==> src/rtl/branch_resolve_unit.sv <==
// Execute-stage branch resolution: mispredict detection, fetch redirect, predictor update bus,
// wrong-path squash window and saturating branch/mispredict counters.
module branch_resolve_unit #(
    parameter int unsigned ADDR_WIDTH  = 64,
    parameter int unsigned FLUSH_DEPTH = 2,
    parameter int unsigned COUNT_WIDTH = 32
) (
    input  logic                   i_clk,
    input  logic                   i_arst,
    input  logic                   i_stall_exec,
    input  logic                   i_valid_exec,
    input  logic                   i_branch_instr,
    input  logic                   i_branch_taken,
    input  logic [ADDR_WIDTH-1:0]  i_pc_exec,
    input  logic [ADDR_WIDTH-1:0]  i_pc_target_exec,
    input  logic                   i_pred_taken,
    input  logic [ADDR_WIDTH-1:0]  i_pred_target,
    input  logic [1:0]             i_pred_way,
    output logic                   o_mispredict,
    output logic [ADDR_WIDTH-1:0]  o_pc_redirect,
    output logic                   o_bpu_update,
    output logic                   o_bpu_taken,
    output logic [ADDR_WIDTH-1:0]  o_bpu_pc,
    output logic [ADDR_WIDTH-1:0]  o_bpu_target,
    output logic [1:0]             o_bpu_way,
    output logic [COUNT_WIDTH-1:0] o_branch_count,
    output logic [COUNT_WIDTH-1:0] o_mispred_count
);

    localparam int unsigned SqW = $clog2(FLUSH_DEPTH + 1);

    typedef enum logic {StRun, StSquash} state_e;

    state_e                  state_q, state_d;
    logic [SqW-1:0]          sq_cnt_q, sq_cnt_d;
    logic                    mispredict_q, mispredict_d;
    logic [ADDR_WIDTH-1:0]   redirect_q, redirect_d;
    logic                    update_q, update_d;
    logic                    taken_q, taken_d;
    logic [ADDR_WIDTH-1:0]   bpu_pc_q, bpu_pc_d;
    logic [ADDR_WIDTH-1:0]   bpu_target_q, bpu_target_d;
    logic [1:0]              bpu_way_q, bpu_way_d;
    logic [COUNT_WIDTH-1:0]  branch_cnt_q, branch_cnt_d;
    logic [COUNT_WIDTH-1:0]  mispred_cnt_q, mispred_cnt_d;
    logic                    eval, mis;

    assign eval = i_valid_exec & i_branch_instr & ~i_stall_exec & (state_q == StRun);
    assign mis  = eval & ((i_pred_taken != i_branch_taken)
                        | (i_pred_taken & i_branch_taken & (i_pred_target != i_pc_target_exec)));

    always_comb begin
        state_d       = state_q;
        sq_cnt_d      = sq_cnt_q;
        mispredict_d  = mis;
        update_d      = eval;
        redirect_d    = redirect_q;
        taken_d       = taken_q;
        bpu_pc_d      = bpu_pc_q;
        bpu_target_d  = bpu_target_q;
        bpu_way_d     = bpu_way_q;
        branch_cnt_d  = branch_cnt_q;
        mispred_cnt_d = mispred_cnt_q;

        if (eval) begin
            taken_d      = i_branch_taken;
            bpu_pc_d     = i_pc_exec;
            bpu_target_d = i_pc_target_exec;
            bpu_way_d    = i_pred_way;
            if (!(&branch_cnt_q)) branch_cnt_d = branch_cnt_q + COUNT_WIDTH'(1);
        end

        if (mis) begin
            redirect_d = i_branch_taken ? i_pc_target_exec : i_pc_exec + ADDR_WIDTH'(4);
            if (!(&mispred_cnt_q)) mispred_cnt_d = mispred_cnt_q + COUNT_WIDTH'(1);
        end

        unique case (state_q)
            StRun: begin
                if (mis) begin
                    state_d  = StSquash;
                    sq_cnt_d = SqW'(FLUSH_DEPTH);
                end
            end
            StSquash: begin
                // Leaving as the count hits 0 gives exactly FLUSH_DEPTH ignored cycles.
                if (!i_stall_exec) begin
                    sq_cnt_d = sq_cnt_q - SqW'(1);
                    if (sq_cnt_q <= SqW'(1)) begin
                        state_d  = StRun;
                        sq_cnt_d = '0;
                    end
                end
            end
            default: state_d = StRun;
        endcase
    end

    always_ff @(posedge i_clk) begin
        if (!i_arst) begin
            state_q       <= StRun;
            sq_cnt_q      <= '0;
            mispredict_q  <= 1'b0;
            redirect_q    <= '0;
            update_q      <= 1'b0;
            taken_q       <= 1'b0;
            bpu_pc_q      <= '0;
            bpu_target_q  <= '0;
            bpu_way_q     <= '0;
            branch_cnt_q  <= '0;
            mispred_cnt_q <= '0;
        end else begin
            state_q       <= state_d;
            sq_cnt_q      <= sq_cnt_d;
            mispredict_q  <= mispredict_d;
            redirect_q    <= redirect_d;
            update_q      <= update_d;
            taken_q       <= taken_d;
            bpu_pc_q      <= bpu_pc_d;
            bpu_target_q  <= bpu_target_d;
            bpu_way_q     <= bpu_way_d;
            branch_cnt_q  <= branch_cnt_d;
            mispred_cnt_q <= mispred_cnt_d;
        end
    end

    assign o_mispredict    = mispredict_q;
    assign o_pc_redirect   = redirect_q;
    assign o_bpu_update    = update_q;
    assign o_bpu_taken     = taken_q;
    assign o_bpu_pc        = bpu_pc_q;
    assign o_bpu_target    = bpu_target_q;
    assign o_bpu_way       = bpu_way_q;
    assign o_branch_count  = branch_cnt_q;
    assign o_mispred_count = mispred_cnt_q;

endmodule
==> config.mk <==
export PLATFORM = sky130hd
export DESIGN_NAME = branch_resolve_unit
export DESIGN_NICKNAME = d
export VERILOG_FILES = /design/src/rtl/branch_resolve_unit.sv
export SDC_FILE = /design/constraint.sdc
export NUM_CORES = 1
export LEC_CHECK = 0
export CAP_MARGIN = 20
export CORE_ASPECT_RATIO = 0.9
export CORE_UTILIZATION = 35
export DETAILED_ROUTE_END_ITERATION = 10
export PLACE_DENSITY = 0.7
export SYNTH_ARGS = -nofsm -noshare
export SYNTH_HDL_FRONTEND = slang
export SYNTH_SLANG_ARGS = --single-unit
==> constraint.sdc <==
create_clock -name i_clk -period 4.2 [get_ports i_clk]
set_input_delay 0.42 -clock i_clk [delete_from_list [all_inputs] [get_ports i_clk]]
set_output_delay 0.42 -clock i_clk [all_outputs]
set_load 0.02 [all_outputs]
==> key figures <==
Clock tree
  – Post-CTS Setup Bufs: 0
  – Clk sink count: 264
  – Maximum root-to-sink buffer count: 3
  – Clk Latency, worst-skew pair: 0.56 ns
  – CTS clock-pin slew for the worst setup and hold paths: 0.06 ns
  – CTS root buf: clkbuf_16
  – CTS tree: yes
  – Hold buffers post-CTS: 0
  – CTS H-tree lvls: 1
  – Post-CTS Resized: 0
  – TritonCTS Buffers: 29

GRT
  – Vias in the first global route: 12,500
  – Largest net degree at the start of global routing: 156
  – First-pass GRT wire length: 76,500 µm
  – All-Layer GR Usage: 0.269
  – Antenna violations before repair: 4
  – Remaining global-route overflow: 0

Logic synthesis
  – Unique masters post-synth: 58
  – Mean Syn Cell Area: 7.77 µm²
  – Post-synthesis instance total: 1,620
  – Post-synth EDFFs: 0
  – Top_reg_cell synth: dfxtp_1
  – Share of flip-flops with an asynchronous set or reset: 0
  – Yosys top cell area share: 0.420
  – Post-synth top area cell: dfxtp_1
  – Synth warnings: 0
  – Register area share after synthesis: 0.420
  – Syn nets: 1,825
  – Synthesized area: 0.0126 mm²
  – Largest cells by area after synthesis: dfxtp_1, nand2_1, a21oi_1, xor2_1, xnor2_1
  – #FFs+latches synth: 264

Route
  – DR WL/cell: 20.3 µm
  – Remaining antenna violation count: 0
  – DRC: 0
  – Drt initial violations: 904
  – Post-Route WL: 51,100 µm
  – Drt pass-1 iters: 5
  – Vias: 13,400
  – Vias per cell: 5.31

Worst setup path
  – Crit path max fanout: 17
  – Reg-to-Reg End: o_pc_redirect[37]
  – End of the critical path: o_pc_redirect[63]
  – Stages on worst setup path: 9
  – Crit Reg-Reg Startpoint: state_q
  – Bufs and invs on worst path: 2
  – Cell Chain, Critical Path: clkdlybuf4s50_1 -> and4_1 -> and3_1 -> nand3_1 -> nor4_1 -> buf_4 -> xor2_1 -> nor2_1 -> o31ai_1
  – Max stage delay on crit path: 0.65 ns
  – Critical Path Slowest Stage Cell: nand3_1
  – Arrival time at the worst endpoint: 3.53 ns
  – Setup crit start kind: input pin
  – Crit Path Class: in -> reg
  – Crit end category: flip-flop
  – CP delay by family, top: simple AND/OR/NAND/NOR gates
  – Crit path required time: 4.67 ns
  – Reg2reg path depth: 6
  – Worst setup path start: i_pc_exec[6]
  – Flop-to-flop setup slack: 1.35 ns

STA
  – Fin crit share: 0.730
  – Final Worst Setup Slack: 1.13 ns
  – RSZ-0062 raised after global routing: no
  – Fin Clk Skew: 0.0177 ns
  – Slew margin rel.: 0.310
  – Final hold viol count: 0
  – Worst Tran Pin Value: 1.03 ns
  – Final critical-path required period: 3.07 ns
  – Final setup violation count: 0
  – Setup TNS: 0 ns
  – Fmax: 0.326 GHz
  – Final Max Slew Viols: 0

Power and ir drop
  – P_leak: 6.39 nW
  – Pwr per Cell Area: 332 mW/mm²
  – NetSw: 1.62 mW
  – Share of power burned in combinational logic: 0.144
  – Clock group share of total power: 0.435
  – Int Pwr: 4.55 mW
  – Net Sw Frac: 0.263
  – Share of power burned in registers: 0.421
  – Worst vdd ir: 295 µV

Place
  – Port buffer count: 461
  – Placed instance area: 0.0176 mm²
  – GPL Wtd Cong: 0.926
  – Setup slack at placement: 0.600 ns
  – Hpwl dp: 37,800 µm

Die
  – Die W: 202 µm
  – Starting Density: 0.357
  – Die area: 0.0367 mm²
  – # IOs: 462
  – Die H: 182 µm
  – Core footprint: 0.0352 mm²
  – Num rows: 65

Layout
  – Commonest cells after routing, fill and taps aside: clkdlybuf4s50_1, nand2_1, dfxtp_1
  – Layout Nets: 2,233
  – Final core occ: 0.529
  – # fillers: 3,245
  – Layout area overhead: 48.0%
  – Finished Cell Area: 0.0186 mm²
  – Commonest non-fill, non-tap cell in the layout: clkdlybuf4s50_1
  – Share of layout cells above drive strength 1: 0.0439

Status
  – Outcome: completed

Flow run
  – MaxCap Viol Count: 0

Worst hold path
  – Worst hold path class: in -> reg
  – Hold path start: i_arst
==> area by class of cell <==
type	count	area [µm²]	share of cell area
clock inverters	10	133	0.00712
well taps	469	587	0.0315
diodes	4	10.0	0.000538
inverters	16	67.6	0.00363
repair buffers	478	4790	0.258
flip-flops and latches	264	5290	0.284
multi-input cells	1239	6880	0.370
clock buffers	43	858	0.0461
==> logic make-up after synthesis <==
logic type,count (synthesis),share of synthesized area
xor+xnor,144,0.100
simple gates,741,0.274
flops,264,0.420
fa+ha+maj,4,0.00398
buf+inv,117,0.0370
mux,22,0.0175
compound gates,328,0.147
==> cell usage after synthesis, types with 13 or more instances <==
library cell,instances
nand2_1,390
dfxtp_1,264
a21oi_1,186
xor2_1,88
clkbuf_1,79
nand3_1,77
nor2_1,75
o21ai_0,70
xnor2_1,56
and3_1,32
nand4_1,31
nor3_1,26
nor4_1,23
o31ai_1,23
mux2i_1,22
nand2b_1,22
inv_1,16
or3_1,16
buf_2,13
==> metal layers <==
layer / vias to the layer above / global-route usage / share of wire
met2: 526 / 0.455 / 0.48
met4: 0 / 0.0694 / 0.022
met1: 6404 / 0.346 / 0.42
met5: - / 0 / 0
met3: 67 / 0.0569 / 0.076
li1: 6403 / - / -
==> metrics by stage <==
step	instances	hold slack, ns	power (mW)
after floorplan	1620	0.459	3.01
after global placement	2465	0.441	3.53
after detailed placement	2465	0.445	3.54
after CTS	2518	0.323	6.23
after global routing	2523	0.351	6.39
final	2523	0.351	6.18
==> power by group through the flow <==
stage | clock network (mW) | registers [mW] | logic, mW
3_3_place_gp | 0 | 2.65 | 0.877
6_report | 2.68 | 2.60 | 0.888
2_1_floorplan | 0 | 2.73 | 0.284
3_5_place_dp | 0 | 2.66 | 0.882
4_1_cts | 2.74 | 2.60 | 0.887
5_1_grt | 2.84 | 2.61 | 0.941
==> state kept, by name, summed over array words and instances, names as in the netlist <==
signal           cells
o_mispred_count     32
sq_cnt_q             2
o_bpu_update         1
o_bpu_taken          1
o_bpu_pc            64
state_q              1
o_bpu_way            2
o_mispredict         1
o_bpu_target        64
o_pc_redirect       64
o_branch_count      32
==> how the worst min path moves through the flow <==
stage                     slack [ns]                   to  cells after the start
after floorplan                 0.46          sq_cnt_q[1]                      2
after global placement          0.44    o_pc_redirect[46]                      2
after detailed placement        0.45    o_pc_redirect[12]                      2
after CTS                       0.32  o_mispred_count[29]                      2
after global routing            0.35  o_mispred_count[27]                      2
final                           0.35  o_mispred_count[29]                      2
==> worst register-to-register path: stages, from the launching register on <==
cell	delay, ns
dfxtp_1	0.36
nor4bb_4	0.56
o21ai_0	0.46
a21oi_4	0.63
buf_4	0.40
mux2i_1	0.24
nor2_1	0.05
Note: power is estimated with default switching activity, not from simulation.
